--- src/rtl/mem_access_pkg.sv ---
`default_nettype none
// ============================================================================
// Module      : mem_access_pkg
// Description : Shared types for the memory-access pipeline stage: bus
//               sizes, control word, execute/memory stage payloads and the
//               stage state encoding.
// Revision    : 1.0 - initial release
// ============================================================================
package mem_access_pkg;

    localparam int XLEN  = 64;
    localparam int BYTES = XLEN / 8;

    typedef logic [XLEN-1:0]  word_t;
    typedef logic [BYTES-1:0] strobe_t;

    typedef enum logic [1:0] {
        MSIZE1 = 2'd0,
        MSIZE2 = 2'd1,
        MSIZE4 = 2'd2,
        MSIZE8 = 2'd3
    } msize_t;

    // memext=1 selects zero extension of loads, 0 selects sign extension
    typedef struct packed {
        logic   regwrite;
        logic   memread;
        logic   memwrite;
        logic   memext;
        msize_t msize;
    } control_t;

    typedef struct packed {
        word_t       aluout;
        control_t    ctl;
        logic [4:0]  dst;
        word_t       pc;
        logic [31:0] raw_instr;
        word_t       memwd;
    } execute_data_t;

    typedef struct packed {
        word_t       pc;
        logic [31:0] raw_instr;
        logic [4:0]  dst;
        control_t    ctl;
        word_t       result;
        logic        misalign;
    } memory_data_t;

    // Instruction context parked while a bus transaction is outstanding
    typedef struct packed {
        word_t       pc;
        logic [31:0] raw_instr;
        logic [4:0]  dst;
        control_t    ctl;
    } pending_t;

    typedef enum logic [1:0] {
        IDLE  = 2'd0,
        REQ   = 2'd1,
        ABORT = 2'd2
    } mem_state_t;

    function automatic logic is_mem_op(input control_t c);
        return c.memread | c.memwrite;
    endfunction

endpackage
`default_nettype wire

--- src/rtl/mem_access_memalign.sv ---
`default_nettype none
// ============================================================================
// Module      : mem_access_memalign
// Description : Combinational byte-lane helper: store strobe and data
//               alignment, misalignment detection, and load extraction with
//               sign/zero extension.
// Revision    : 1.0 - initial release
// ============================================================================
module mem_access_memalign
    import mem_access_pkg::*;
(
    input  logic [2:0] addr_i,
    input  msize_t     size_i,
    input  logic       memext_i,
    input  word_t      wdata_i,
    input  word_t      rdata_i,
    output strobe_t    strobe_o,
    output word_t      wdata_aligned_o,
    output word_t      rdata_ext_o,
    output logic       misalign_o
);

    logic [5:0] w_shamt;
    word_t      w_rshift;
    logic       w_sext;

    assign w_shamt         = {addr_i, 3'b000};
    assign wdata_aligned_o = wdata_i << w_shamt;

    // Byte enables and natural-alignment check for the requested size
    always_comb begin
        strobe_o   = 8'hFF;
        misalign_o = 1'b0;
        case (size_i)
            MSIZE1: begin
                strobe_o   = 8'h01 << addr_i;
                misalign_o = 1'b0;
            end
            MSIZE2: begin
                strobe_o   = 8'h03 << addr_i;
                misalign_o = addr_i[0];
            end
            MSIZE4: begin
                strobe_o   = 8'h0F << addr_i;
                misalign_o = |addr_i[1:0];
            end
            default: begin
                strobe_o   = 8'hFF;
                misalign_o = |addr_i;
            end
        endcase
    end

    // Shift the addressed bytes down to bit 0, then extend to full width
    always_comb begin
        w_rshift = rdata_i >> w_shamt;
        w_sext   = ~memext_i;
        case (size_i)
            MSIZE1:  rdata_ext_o = {{56{w_sext & w_rshift[7]}},  w_rshift[7:0]};
            MSIZE2:  rdata_ext_o = {{48{w_sext & w_rshift[15]}}, w_rshift[15:0]};
            MSIZE4:  rdata_ext_o = {{32{w_sext & w_rshift[31]}}, w_rshift[31:0]};
            default: rdata_ext_o = w_rshift;
        endcase
    end

endmodule
`default_nettype wire

--- src/rtl/mem_access.sv ---
`default_nettype none
// ============================================================================
// Module      : mem_access
// Description : Memory pipeline stage. Passes ALU results through in one
//               cycle, issues aligned loads/stores on the data bus, and
//               survives a flush while a bus transaction is in flight.
// Revision    : 1.0 - initial release
// ============================================================================
module mem_access
    import mem_access_pkg::*;
(
    input  logic          clk,
    input  logic          reset,
    input  logic          flush,
    input  logic          in_valid,
    output logic          in_ready,
    input  execute_data_t dataE,
    output logic          out_valid,
    input  logic          out_ready,
    output memory_data_t  dataM,
    output logic          dreq_valid,
    output logic [63:0]   dreq_addr,
    output msize_t        dreq_size,
    output logic [7:0]    dreq_strobe,
    output logic [63:0]   dreq_data,
    input  logic          dresp_data_ok,
    input  logic [63:0]   dresp_data
);

    mem_state_t   state_q;
    logic         out_valid_q;
    memory_data_t dataM_q;
    logic         dreq_valid_q;
    word_t        dreq_addr_q;
    msize_t       dreq_size_q;
    strobe_t      dreq_strobe_q;
    word_t        dreq_data_q;
    pending_t     pend_q;

    logic         w_idle;
    logic [2:0]   w_off;
    msize_t       w_size;
    logic         w_memext;
    strobe_t      w_strobe;
    word_t        w_wdata;
    word_t        w_rdata;
    logic         w_misalign;
    logic         w_is_mem;

    // While idle the helper looks at the incoming instruction; once a
    // request is outstanding it looks at the latched request for extraction.
    assign w_idle   = (state_q == IDLE);
    assign w_off    = w_idle ? dataE.aluout[2:0]  : dreq_addr_q[2:0];
    assign w_size   = w_idle ? dataE.ctl.msize    : dreq_size_q;
    assign w_memext = w_idle ? dataE.ctl.memext   : pend_q.ctl.memext;
    assign w_is_mem = is_mem_op(dataE.ctl);

    mem_access_memalign u_memalign (
        .addr_i          (w_off),
        .size_i          (w_size),
        .memext_i        (w_memext),
        .wdata_i         (dataE.memwd),
        .rdata_i         (dresp_data),
        .strobe_o        (w_strobe),
        .wdata_aligned_o (w_wdata),
        .rdata_ext_o     (w_rdata),
        .misalign_o      (w_misalign)
    );

    assign in_ready    = w_idle & (~out_valid_q | out_ready);
    assign out_valid   = out_valid_q;
    assign dataM       = dataM_q;
    assign dreq_valid  = dreq_valid_q;
    assign dreq_addr   = dreq_addr_q;
    assign dreq_size   = dreq_size_q;
    assign dreq_strobe = dreq_strobe_q;
    assign dreq_data   = dreq_data_q;

    // Stage FSM: accept, issue/hold bus request, complete or discard result
    always_ff @(posedge clk or negedge reset) begin
        if (!reset) begin
            state_q       <= IDLE;
            out_valid_q   <= 1'b0;
            dataM_q       <= '0;
            dreq_valid_q  <= 1'b0;
            dreq_addr_q   <= '0;
            dreq_size_q   <= MSIZE1;
            dreq_strobe_q <= '0;
            dreq_data_q   <= '0;
            pend_q        <= '0;
        end else begin
            // A consumed result drops unless replaced below in this cycle
            if (out_valid_q && out_ready) begin
                out_valid_q <= 1'b0;
            end

            case (state_q)
                IDLE: begin
                    if (flush) begin
                        out_valid_q <= 1'b0;
                    end else if (in_valid && in_ready) begin
                        if (w_is_mem && !w_misalign) begin
                            state_q          <= REQ;
                            dreq_valid_q     <= 1'b1;
                            dreq_addr_q      <= dataE.aluout;
                            dreq_size_q      <= dataE.ctl.msize;
                            dreq_strobe_q    <= dataE.ctl.memwrite ? w_strobe : '0;
                            dreq_data_q      <= w_wdata;
                            pend_q.pc        <= dataE.pc;
                            pend_q.raw_instr <= dataE.raw_instr;
                            pend_q.dst       <= dataE.dst;
                            pend_q.ctl       <= dataE.ctl;
                        end else begin
                            // ALU ops and misaligned accesses complete at once
                            out_valid_q        <= 1'b1;
                            dataM_q.pc         <= dataE.pc;
                            dataM_q.raw_instr  <= dataE.raw_instr;
                            dataM_q.dst        <= dataE.dst;
                            dataM_q.ctl        <= dataE.ctl;
                            dataM_q.result     <= w_is_mem ? '0 : dataE.aluout;
                            dataM_q.misalign   <= w_is_mem;
                        end
                    end
                end

                REQ: begin
                    if (dresp_data_ok) begin
                        state_q       <= IDLE;
                        dreq_valid_q  <= 1'b0;
                        dreq_strobe_q <= '0;
                        // A flush landing on the completion cycle discards it
                        if (!flush) begin
                            out_valid_q        <= 1'b1;
                            dataM_q.pc         <= pend_q.pc;
                            dataM_q.raw_instr  <= pend_q.raw_instr;
                            dataM_q.dst        <= pend_q.dst;
                            dataM_q.ctl        <= pend_q.ctl;
                            dataM_q.result     <= pend_q.ctl.memwrite ? '0 : w_rdata;
                            dataM_q.misalign   <= 1'b0;
                        end
                    end else if (flush) begin
                        state_q <= ABORT;
                    end
                end

                ABORT: begin
                    // Bus must still finish the transaction; result dropped
                    if (dresp_data_ok) begin
                        state_q       <= IDLE;
                        dreq_valid_q  <= 1'b0;
                        dreq_strobe_q <= '0;
                    end
                end

                default: begin
                    state_q <= IDLE;
                end
            endcase
        end
    end

endmodule
`default_nettype wire

--- config.mk ---
export PLATFORM = sky130hd
export DESIGN_NAME = mem_access
export DESIGN_NICKNAME = d
export VERILOG_FILES = /design/src/rtl/mem_access_pkg.sv /design/src/rtl/mem_access_memalign.sv /design/src/rtl/mem_access.sv
export SDC_FILE = /design/constraint.sdc
export NUM_CORES = 1
export LEC_CHECK = 0
export BUFFER_PORTS_ARGS = -buffer_cell sky130_fd_sc_hd__buf_4
export CAP_MARGIN = 15
export CORE_ASPECT_RATIO = 0.5
export CORE_MARGIN = 8
export CORE_UTILIZATION = 45
export DETAILED_ROUTE_END_ITERATION = 6
export PLACE_DENSITY = 0.71
export SYNTH_ARGS = -nofsm -noshare
export SYNTH_HDL_FRONTEND = slang
export SYNTH_HIERARCHICAL = 1
export SYNTH_SLANG_ARGS = --single-unit
--- constraint.sdc ---
create_clock -name clk -period 10.5 [get_ports clk]
set_input_delay 0.525 -clock clk [delete_from_list [all_inputs] [get_ports clk]]
set_output_delay 0.525 -clock clk [all_outputs]
set_load 0.01 [all_outputs]
## Word level (Yosys, flattened, before mapping)

Cells that the tools add are included.

- Register bits after elaboration: 419
- Logic and storage cells: 105

- Equality and inequality tests: 13
- Shift-type cells: 5
- Muxes and demuxes: 39
- Bitwise gates (word level): 9
- Reduce and logical (&&, ||, !) cells: 15

Operators by type and width:

| kind | number |
|---|---|
| $mux W172 | 5 |
| $pmux W172 S2 | 1 |
| $pmux W64 S3 | 1 |
| $mux W64 | 2 |
| $shl A64 B6 Y64 | 1 |
| $shr A64 B6 Y64 | 1 |
| $mux W8 | 5 |
| $pmux W8 S3 | 1 |
| $pmux W8 S2 | 1 |
| $mux W2 | 7 |
| $mux W1 | 11 |
| $ne A2 B2 Y1 const B | 5 |
| $reduce_and A5 Y1 | 2 |
| $shl A1 B3 Y8 const A | 1 |
| $shl A2 B3 Y8 const A | 1 |
| $shl A4 B3 Y8 const A | 1 |
| $ne A2 B1 Y1 const B | 3 |
| $pmux W2 S3 | 1 |
| $reduce_and A6 Y1 | 1 |
| $and A1 B1 Y1 | 4 |
| $eq A2 B1 Y1 const B | 2 |
| $eq A2 B2 Y1 const B | 2 |
| $logic_not A2 Y1 | 2 |
| $pmux W1 S2 | 2 |
| 11 further kinds | 18 |

## Depth between registers and ports, before layout

- Depth in word-level cells: 10
- Mapped depth: 20
- Gate-level depth less buffers: 13

## Modules after synthesis

Netlist, hierarchy kept.

By module, submodules not included:

| module | times used | cells an instance | area an instance (um2) |
|---|---|---|---|
| mem_access | 1 | 1863 | 17942.2 |
| mem_access_memalign | 1 | 531 | 3940.0 |

## Worst setup path before layout

Ideal clock, no wire load.

- Path type: reg-to-reg
- Start point: register state_q[0]
- End point: register dreq_addr_q[0], in the netlist dreq_addr[0]
- Arrival time: 3558 ps
- Data required time: 10383 ps
- Path slack: 6826 ps
- Stages on the path, launching flop included: 17
- Period minus slack after synthesis: 3674 ps
- Cells stage by stage: dfrtp_1 -> inv_1 -> ha_1 -> buf_4 -> clkbuf_1 -> mux2_2 -> ha_1 -> clkbuf_1 -> nor3_1 -> nor2_1 -> o21bai_2 -> or4_1 -> buf_2 -> buf_6 -> buf_6 -> nand2_1 -> nand2_1

- Word-level cells in the longest chain between the ends: 7
- Elaborated cells on any way between the ends: 14

Ends and longest elaborated chain:

| item | RTL line | source |
|---|---|---|
| from (decl) | mem_access.sv:30 | `mem_state_t state_q;` |
| from (signal assigned) | mem_access.sv:82 | `state_q <= IDLE;` |
| from (signal assigned) | mem_access.sv:103 | `state_q <= REQ;` |
| from (signal assigned) | mem_access.sv:128 | `state_q <= IDLE;` |
| $logic_not A2 Y1 (*) | mem_access.sv:52 | `assign w_idle = (state_q == IDLE);` |
| $mux W2 (*) | mem_access.sv:54 | `assign w_size = w_idle ? dataE.ctl.msize : dreq_size_q;` |
| net w_size[0] | mem_access.sv:42 | `msize_t w_size;` |
| $eq A2 B2 Y1 (tied with other cells) | mem_access_memalign.sv:34 | `case (size_i)` |
| $pmux W1 S3 (*) | mem_access_memalign.sv:34 |  |
| net w_misalign | mem_access.sv:47 | `logic w_misalign;` |
| $logic_not A1 Y1 (*) | mem_access.sv:102 | `if (w_is_mem && !w_misalign) begin` |
| $logic_and A1 B1 Y1 (*) | mem_access.sv:102 |  |
| $reduce_and A4 Y1 (no line) (*) | -- |  |
| to (signal assigned) | mem_access.sv:105 | `dreq_addr_q <= dataE.aluout;` |
| to (decl) | mem_access.sv:34 | `word_t dreq_addr_q;` |

Mark *: on every way through the listed nets, which the timed path passes. The rest lies on a longest branch.
A chain may end at the register's enable or synchronous reset.

## Worst setup path in the final report

- Start point: register state_q[0]
- End point: register dataM_q, in the netlist dataM[40]

- Word-level cells in the longest chain between the ends: 9
- Elaborated cells on any way between the ends: 32

Ends and longest elaborated chain:

| item | RTL line | source |
|---|---|---|
| $logic_not A2 Y1 (*) | mem_access.sv:52 |  |
| $mux W3 (*) | mem_access.sv:53 | `assign w_off = w_idle ? dataE.aluout[2:0] : dreq_addr_q[2:0];` |
| net w_off[0] | mem_access.sv:41 | `logic [2:0] w_off;` |
| $shr A64 B6 Y64 (*) | mem_access_memalign.sv:56 | `w_rshift = rdata_i >> w_shamt;` |
| $and A1 B1 Y1 (on tied branches) | mem_access_memalign.sv:61, mem_access_memalign.sv:59, mem_access_memalign.sv:60 |  |
| $pmux W64 S3 (*) | mem_access_memalign.sv:58 | `case (size_i)` |
| net w_rdata[39] | mem_access.sv:46 | `word_t w_rdata;` |
| $mux W64 (*) | mem_access.sv:138 | `dataM_q.result <= pend_q.ctl.memwrite ? '0 : w_rdata;` |
| $mux W172 (*) | mem_access.sv:132 | `if (!flush) begin` |
| $mux W172 (*) | mem_access.sv:127 | `if (dresp_data_ok) begin` |
| $pmux W172 S2 (*) | mem_access.sv:97 | `case (state_q)` |
| to (decl) | mem_access.sv:32 | `memory_data_t dataM_q;` |

Mark *: on every way through the listed nets, which the timed path passes. The rest lies on a longest branch. The select of a mux whose other input is x is not followed.

==> flow_summary.yaml <==
critical_path:
  critPathCaptureType: "flip-flop"
  r2r.worst_path.cells: 11
  r2r-start: "state_q[0]"
  worst_ep_arrival_time_ns: 5.94
  critPathMaxFanout: 73
  r2r_slack_ns: 4.97
  critical_path_required_ns: 10.91
  worstSetupPathType: "flip-flop to flip-flop"
  critPathLaunchType: "flip-flop"
  worst_r2r_endpoint: "dataM[40]"
power_and_ir_drop:
  power_switching_w: 0.004311
  p_leak_nw: 13.76
  pwr-share-seq_pct: 29.6
  p_comb_share_pct: 54.5
  internal-power_w: 0.005351
  power_density_mw_per_mm2: 345.0
  p_sw_share_pct: 44.62
  ir_worst_vdd_uv: 191.2
  power.total_w: 0.009662
  clock_power_share_pct: 15.9
global_route:
  met2_usage_pct: 49.13
  grt-ovfl-total: 0
  grt_util_all_layers_pct: 29.48
  grt_pass1_wl_um: 128700
  antenna_found_initial: 5
  grt_pass1_vias: 20230
  grt_max_degree: 174
  met1_usage_pct: 36.84
  busiest_layer: "met2"
  use_met3_pct: 5.320
status:
  status: "finished with violations"
  violations: "design-rule violations"
clocking:
  clock_latency_ns: 0.57
  clock_sinks: 419
  postCtsHoldBufs: 1
  cts_tree: "yes"
  post_cts_resize_count: 0
  root_buffer: "clkbuf_16"
  post_cts_buffers: 0
  cts_buffers: 41
  clk_path_buf_depth: 3
  h-tree-depth: 2
  clk_pin_slew_ns: 0.07
die:
  die_y_um: 171.9
  placementRows: 57
  die-area_sq_mm: 0.05637
  core_sq_mm: 0.04828
  initial_core_util_pct: 45.32
  die_w_um: 327.9
  ios: 618
layout:
  drive_gt1_share_pct: 29.45
  fill_cells: 4299
  areaGrowthSynthToFinish_pct: 27.97
  most-common-layout-cells: "786 x nand2_1, 646 x buf_4, 419 x dfrtp_1, 321 x a21oi_1, 196 x mux2i_1"
  final_common_cell: "nand2_1"
  nets: 3194
logic_synthesis:
  ys_seq_area_share_pct: 47.92
  syn_inst: 2394
  async_flop_share_pct: 100.0
  synth_seq_cells: 419
  ys.flop_type: "dfrtp_1"
  avgSynthCellArea_sq_um: 9.140
  synth-edff-count: 0
  synthesis.nets: 2707
  synth_cell_types: 45
  yosysWarningCount: 6
  synthesis.area_sq_mm: 0.02188
sta:
  rsz0062_at_grt: "no"
  layout_min_cycle_time_ns: 5.532
  worst_hold_slack_ns: 0.1572
  setup_tns_ns: 0
  tightest_slew_ns: 1.171
  final_hold_viol_count: 0
  slew_viol_final: 0
  max_freq_ghz: 0.1808
  min_period_over_period_pct: 52.69
  finClkSkew_ns: 0.02151
  setup_slack_ns: 4.968
  slew_headroom_pct: 21.60
  setup_viol: 0
route:
  wirelength_um: 87400
  remaining_drc_errors: 1
  viasPerCell: 5.690
  antenna_left: 0
  wl_per_cell_um: 24.48
  drtIter0Drc: 2465
  dr_total_vias: 20318
  drtPass1Iterations: 7
placement:
  io_buffers: 617
  dp_hpwl_um: 61120
  gp_congestion: 0.9637
  pre_cts_slack_ns: 4.970
run:
  cap_violations: 0
min_path:
  hold_end: "pend_q[92]"
  hold_depth: 3
  hold_path.class: "primary input to flip-flop"
  min-delay-start: "dataE[145]"
## worst max-delay path: stages, from the launching register on
cell,delay [ns]
dfrtp_1,0.42
inv_1,0.12
ha_1,0.72
mux2_8,0.68
buf_4,0.88
mux2_2,0.46
mux4_2,0.52
a32oi_2,0.19
buf_4,0.43
o311ai_0,0.48
a32oi_1,0.35
a21oi_2,0.08
## state kept, by name (all words and copies together) (netlist names)
| signal | count |
|---|---|
| dreq_data | 64 |
| pend_q | 107 |
| state_q | 2 |
| out_valid | 1 |
| dataM | 172 |
| dreq_valid | 1 |
| dreq_strobe | 8 |
| dreq_addr | 64 |
## cells by family (layout without fill, tap and decap cells)
group	count (synthesis)	in the layout	synth area share (%)
AOI/OAI and AO/OA	535	535	14.85
other	0	12	0
adders and majority gates	8	8	0.4574
and+or+nand+nor	938	938	17.03
muxes	279	279	14.83
buffers and inverters	215	731	4.917
DFF	419	419	47.92
## area by class of cell
class	count	area [sq um]	area share, %
tap	649	812.0	2.900
clock inverter	15	186.4	0.6657
multi-input combinational	1760	10390	37.10
timing repair buffer	649	4895	17.48
inverter	10	37.54	0.1340
sequential	419	10490	37.44
antenna	12	30.03	0.1072
clock buffer	57	1167	4.169
## worst max path at each step
stage / slack, ns / depth (start not counted) / to / from
global route: 4.71 / 11 / dataM[40] / state_q[0]
detailed placement: 4.97 / 14 / pend_q[29] / state_q[0]
global placement: 5.04 / 14 / dreq_addr[37] / state_q[1]
finish: 4.97 / 11 / dataM[40] / state_q[0]
CTS: 4.91 / 14 / pend_q[29] / state_q[0]
floorplan: 6.83 / 16 / dreq_addr[0] / state_q[0]
## synthesized netlist by cell type (all sizes together), types with 2 or more instances
library cell | n | area share [%]
a21oi | 371 | 9.3
nor2b | 7 | 0.20
and2 | 27 | 0.77
nand2 | 786 | 13
clkinv | 2 | 0.034
mux2 | 52 | 2.7
o221ai | 3 | 0.12
dfrtp | 419 | 48
and3 | 7 | 0.20
buf | 94 | 2.8
o21ai | 51 | 1.2
a32oi | 65 | 2.6
mux2i | 196 | 9.0
ha | 8 | 0.46
a211oi | 3 | 0.10
nand3 | 49 | 1.1
o311ai | 10 | 0.40
mux4 | 31 | 3.2
nor3 | 4 | 0.091
nor2 | 51 | 0.89
clkbuf | 111 | 1.9
o2bb2ai | 7 | 0.28
o22ai | 9 | 0.26
a31oi | 7 | 0.20
inv | 8 | 0.14
nand2b | 3 | 0.086
a22oi | 2 | 0.069
## routing by layer
layer / wire (um) / up-vias
li1: - / 9187
met5: 0 / -
met4: 4755 / 0
met2: 43340 / 882
met3: 5563 / 228
met1: 33750 / 10021
## power groups by stage
stage,Clock (W),Sequential (W),Combinational [W]
finish,0.00154,0.00286,0.00526
global route,0.00164,0.00294,0.00564
CTS,0.00157,0.00285,0.00522
detailed placement,0,0.00286,0.00520
global placement,0,0.00285,0.00514
floorplan,0,0.00304,0.00290
## stage by stage
step,std cells,util [%],instance area (sq um)
6_report,3571,58.00,28000
5_1_grt,3564,57.96,27990
4_1_cts,3558,57.92,27970
3_5_place_dp,3485,55.10,26600
3_3_place_gp,3485,55.10,26600
2_1_floorplan,2394,-,21880
(Power assumes the default switching activity.)
